**src/rtl/misr_pkg.sv**
```systemverilog
// MISR shared definitions: control states and the default feedback polynomial.
package misr_pkg;

  typedef enum logic [1:0] {
    ST_IDLE     = 2'd0,
    ST_COMPRESS = 2'd1,
    ST_DONE     = 2'd2
  } misr_state_e;

  localparam logic [31:0] MISR_POLY = 32'h0001_0811;

endpackage

```
**src/rtl/misr_step.sv**
```systemverilog
// One parallel MISR compaction step.
// Maps the current signature and the response word to the next signature.
module misr_step #(
  parameter int              WIDTH = 32,
  parameter logic [WIDTH-1:0] POLY = '1
) (
  input  logic [WIDTH-1:0] sig_i,
  input  logic [WIDTH-1:0] din_i,
  output logic [WIDTH-1:0] sig_next_o
);

  logic fb;

  assign fb = sig_i[WIDTH-1];

  // Bit 0 always takes the feedback; POLY[0] plays no part.
  always_comb begin
    sig_next_o[0] = fb ^ din_i[0];
    for (int i = 1; i < WIDTH; i++) begin
      sig_next_o[i] = sig_i[i-1]
                    ^ (POLY[i] & fb)
                    ^ din_i[i];
    end
  end

endmodule

```
**src/rtl/misr_signature_unit.sv**
```systemverilog
// MISR signature unit: control FSM, word counter, golden compare and scan path.
// The signature step itself is done in misr_step.
module misr_signature_unit
  import misr_pkg::*;
#(
  parameter int               WIDTH = 32,
  parameter logic [WIDTH-1:0] POLY  = WIDTH'(MISR_POLY),
  parameter int               CNT_W = 16
) (
  input  logic             CK,
  input  logic             RESET,
  input  logic             start,
  input  logic             abort,
  input  logic [WIDTH-1:0] seed,
  input  logic [WIDTH-1:0] din,
  input  logic             din_valid,
  input  logic [CNT_W-1:0] cnt_target,
  input  logic [WIDTH-1:0] expected,
  output logic             busy,
  output logic [WIDTH-1:0] sig,
  output logic             sig_valid,
  input  logic             sig_ready,
  output logic             pass,
  input  logic             scan_en,
  input  logic             scan_in,
  output logic             scan_out
);

  misr_state_e      state_q, state_d;
  logic [WIDTH-1:0] sig_q, sig_d;
  logic [CNT_W-1:0] cnt_q, cnt_d;
  logic [CNT_W-1:0] tgt_q, tgt_d;
  logic             pass_q, pass_d;
  logic [WIDTH-1:0] step;

  misr_step #(
    .WIDTH (WIDTH),
    .POLY  (POLY)
  ) u_step (
    .sig_i      (sig_q),
    .din_i      (din),
    .sig_next_o (step)
  );

  always_comb begin
    state_d = state_q;
    sig_d   = sig_q;
    cnt_d   = cnt_q;
    tgt_d   = tgt_q;
    pass_d  = pass_q;
    if (abort) begin
      state_d = ST_IDLE;
      pass_d  = 1'b0;
    end else begin
      unique case (state_q)
        ST_IDLE: begin
          if (start) begin
            sig_d   = seed;
            cnt_d   = '0;
            tgt_d   = cnt_target;
            state_d = ST_COMPRESS;
          end else if (scan_en) begin
            sig_d = {sig_q[WIDTH-2:0], scan_in};
          end
        end
        ST_COMPRESS: begin
          // A zero target leaves with the seed untouched.
          if (cnt_q == tgt_q) begin
            state_d = ST_DONE;
            pass_d  = (sig_q == expected);
          end else if (din_valid) begin
            sig_d = step;
            cnt_d = cnt_q + CNT_W'(1);
            if (cnt_d == tgt_q) begin
              state_d = ST_DONE;
              pass_d  = (step == expected);
            end
          end
        end
        ST_DONE: begin
          if (sig_ready) begin
            state_d = ST_IDLE;
            pass_d  = 1'b0;
          end
        end
        default: begin
          state_d = ST_IDLE;
          pass_d  = 1'b0;
        end
      endcase
    end
  end

  always_ff @(posedge CK) begin
    if (RESET) begin
      state_q <= ST_IDLE;
      sig_q   <= '0;
      cnt_q   <= '0;
      tgt_q   <= '0;
      pass_q  <= 1'b0;
    end else begin
      state_q <= state_d;
      sig_q   <= sig_d;
      cnt_q   <= cnt_d;
      tgt_q   <= tgt_d;
      pass_q  <= pass_d;
    end
  end

  assign busy      = (state_q == ST_COMPRESS);
  assign sig_valid = (state_q == ST_DONE);
  assign sig       = sig_q;
  assign pass      = pass_q;
  assign scan_out  = sig_q[WIDTH-1];

endmodule

```
**config.mk**
```make
export PLATFORM = sky130hd
export DESIGN_NAME = misr_signature_unit
export DESIGN_NICKNAME = d
export VERILOG_FILES = /design/src/rtl/misr_pkg.sv /design/src/rtl/misr_step.sv /design/src/rtl/misr_signature_unit.sv
export SDC_FILE = /design/constraint.sdc
export NUM_CORES = 1
export LEC_CHECK = 0
export ABC_CLOCK_PERIOD_IN_PS = 2800
export BUFFER_PORTS_ARGS = -buffer_cell sky130_fd_sc_hd__buf_2
export CAP_MARGIN = 15
export CORE_AREA = 5 5 155 97
export CTS_BUF_LIST = sky130_fd_sc_hd__clkbuf_16
export DETAILED_ROUTE_END_ITERATION = 10
export DIE_AREA = 0 0 160 102
export PLACE_DENSITY_LB_ADDON = 0.08
export SLEW_MARGIN = 10
export SYNTH_ARGS = -nofsm -noshare
export SYNTH_HDL_FRONTEND = slang
export SYNTH_SLANG_ARGS = --single-unit
```
**constraint.sdc**
```tcl
create_clock -name CK -period 2.8 [get_ports CK]
set_clock_uncertainty 0.05 [all_clocks]
set_input_delay 0 -clock CK [delete_from_list [all_inputs] [get_ports CK]]
set_output_delay 0 -clock CK [all_outputs]
set_load 0.05 [all_outputs]
```
==> impl_metrics.json <==
{
  "reg2reg_slack_ns": -0.20,
  "reg2reg_depth": 10,
  "finalCritPeriodShare": 1.07,
  "violations": "negative setup slack",
  "rsz0062_at_grt": "true",
  "max_freq_mhz": 334,
  "fin_crit_ns": 3.00,
  "crit_required_ns": 3.00,
  "dr.pass1.iters": 5,
  "path_clk_slew_ns": 0.06,
  "dieWidth_um": 160,
  "synth_edf_count": 0,
  "wirelength_um": 23700,
  "viasPerCell": 5.74,
  "seqCellArea_mm2": 0.00135,
  "die_area_mm2": 0.0163,
  "ys_seq_area_frac": 0.254,
  "synth_mux_area_frac": 0.0216,
  "crit-reg2reg-launch": "tgt_q[15]$_SDFFE_PP0P_",
  "portBuffers": 155,
  "grt_max_degree": 39,
  "startpoint": "tgt_q[15]$_SDFFE_PP0P_",
  "die_y_um": 102,
  "hold_path_class": "input port to register",
  "grt_pass1_wl_um": 36000,
  "vias": 6639,
  "clkLatencyLatePin_ns": 0.34,
  "cts_buffers": 9,
  "endpoint": "pass$_SDFFE_PP0P_",
  "grt_usage": 0.285,
  "row_count": 33,
  "worstReg2RegEnd": "pass$_SDFFE_PP0P_",
  "postRouteAntennaNets": 0,
  "ir_worst_vdd_mv": 0.236,
  "static-leakage-power_nw": 3.11,
  "synth_most_common_cell": "nand2_1",
  "wire_per_inst_um": 20.5,
  "placed_area_mm2": 0.00679,
  "drv_slew": 0,
  "antenna_found_initial": 4,
  "start_util": 0.393,
  "finalPower_w": 0.00341,
  "ys_types": 62,
  "synth-main-ff-cell": "dfxtp_1",
  "synthTopCellsByCount": "130 x nand2_1, 67 x dfxtp_1, 61 x a21oi_1",
  "ios": 156,
  "synth.avg_cell_area_um2": 7.21,
  "async_flop_share": 0,
  "status": "finished with violations",
  "syn_inst": 732,
  "ys_ff_latch": 67,
  "synthXorXnorAreaFrac": 0.151,
  "final_cell_area_mm2": 0.00748,
  "synth_top_family_by_area": "compound AO/OA/AOI/OAI gates",
  "syn_area_mm2": 0.00528,
  "setup_violations": 1,
  "place_ws_ns": -0.282,
  "cts_sinks": 67,
  "yosys-top-cells-area": "dfxtp_1 25%, nand2_1 9.2%, xor2_1 7.1%",
  "grt_pass1_vias": 6326,
  "hold_viol": 0,
  "finalSetupTns_ns": -0.197,
  "synth_warnings": 0,
  "synth_simple_gate_area_share": 0.255,
  "synthAdderAreaFrac": 0.00237,
  "hpwl_um": 18500,
  "synth.net_count": 853,
  "layout-drive-gt1-share": 0.286,
  "synthToLayoutAreaGrowth_pct": 41.7,
  "cts_root_buf": "clkbuf_16",
  "crit_path_top_delay_cell": "or4_1",
  "fp.coreArea_mm2": 0.0134,
  "maxCapViolations": 0,
  "clockBufferDepth": 2,
  "fin_ws_ns": -0.197,
  "synth_compound_area_frac": 0.263,
  "yosysTopAreaCellShare": 0.254,
  "tightestPinTransition_ns": 0.580,
  "power.density_mw_per_mm2": 456,
  "max_stage_delay_ns": 0.42,
  "end_kind": "register",
  "arrival_ns": 3.20,
  "route.detailed.drc": 0,
  "fillCellCount": 1312,
  "grt-ovfl-total": 0,
  "drt_iter0_markers": 598,
  "post-route-util": 0.557,
  "multi_input_area_mm2": 0.00373,
  "crit_fanout": 7,
  "slew_headroom": 0.613,
  "cts.htree.levels": 3,
  "yosysTopAreaCell": "dfxtp_1",
  "crit_chain": "xor2_1, nor4b_2, and4_2, nand2_4, buf_4, mux2i_1, a2111o_1, or4_1, a211o_1, a211oi_2",
  "start_kind": "register",
  "crit_type": "register to register",
  "routabilityCongestion": 0.936,
  "finalNetCount": 1096,
  "cts_tree": "built"
}
-- timing repair --
item                       4_1_cts  5_1_grt
gates cloned                     1        0
hold endpoints to repair        37        0
setup buffers                    1        0
hold buffers                    36        0
setup endpoints to repair        1        2
pin swaps                        2        5
resized for setup                3        8
-- placed cells by master (no fill, tap or decap), types with 5 or more instances in the layout --
cell	count
o21ai_0	54
dlygate4sd3_1	36
nand4_1	14
xor2_1	42
dfxtp_1	62
nor4_1	9
a21oi_1	61
nand3_1	13
buf_2	155
o2bb2ai_1	5
or4_1	11
inv_1	17
xnor2_1	40
o211ai_1	37
a31oi_1	10
mux2i_1	8
clkbuf_16	9
nand2_1	129
dfxtp_2	5
o21a_1	10
a211o_1	6
and2_1	12
nor2_1	46
nor3_1	14
and4_1	6
o22ai_1	16
nand2b_1	7
buf_4	83
-- final cells by class --
cell class                      count  area share
Multi-Input combinational cell    600       0.499
Timing Repair Buffer              279       0.246
Sequential cell                    67       0.180
Clock buffer                        9      0.0301
Tap cell                          175      0.0293
Inverter                           18     0.00903
Clock inverter                      7     0.00602
Antenna cell                        1    0.000335
-- worst max-delay path, delay by kind of cell (launching register included) --
family | cells | cell delay [ns]
AO/OA/AOI/OAI | 3 | 0.87
multiplexers | 1 | 0.13
AND/OR/NAND/NOR | 4 | 1.19
flip-flops | 1 | 0.32
XOR/XNOR | 1 | 0.18
buffers and inverters | 1 | 0.17
-- state kept, by name, indices dropped and copies added (netlist names) --
signal	count
cnt_q	16
pass	1
sig	32
state_q	2
tgt_q	16
-- worst min path at each step --
stage | startpoint | to | slack, ns | cells after the start
floorplan | abort | pass$_SDFFE_PP0P_ | 0.02 | 1
global placement | cnt_target[9] | tgt_q[9]$_SDFFE_PP0P_ | 0.19 | 3
detailed placement | cnt_target[1] | tgt_q[1]$_SDFFE_PP0P_ | 0.20 | 3
CTS | din[5] | sig[5]$_SDFFE_PP0P_ | 0.002 | 4
global route | din[6] | sig[6]$_SDFFE_PP0P_ | 0.03 | 4
finish | din[5] | sig[5]$_SDFFE_PP0P_ | 0.01 | 4
-- logic make-up after synthesis --
kind of cell	Yosys count
AO/OA/AOI/OAI	222
XOR/XNOR	86
adder cells (fa/ha/maj)	1
buffers and inverters	66
flip-flops	67
multiplexers	11
AND/OR/NAND/NOR	279
-- metrics by stage --
step | hold WS, ns | cells
finish | 0.0137 | 1156
global route | 0.0343 | 1156
CTS | 0.00190 | 1155
detailed placement | 0.196 | 1101
global placement | 0.190 | 1101
floorplan | 0.0230 | 732
-- per-layer routing --
metal	part of all wire	vias up	global-route usage
li1	-	3123	-
met1	0.50	3128	0.443
met2	0.36	357	0.366
met3	0.12	27	0.105
met4	0.0083	4	0.0522
met5	0.00063	-	0
-- report_power, final --
| group | internal [W] | switching, W |
|---|---|---|
| clock network | 0.000597 | 0.000489 |
| logic | 0.000511 | 0.000746 |
| registers | 0.00100 | 0.0000679 |
| total | 0.00211 | 0.00130 |
(Power assumes the default switching activity.)
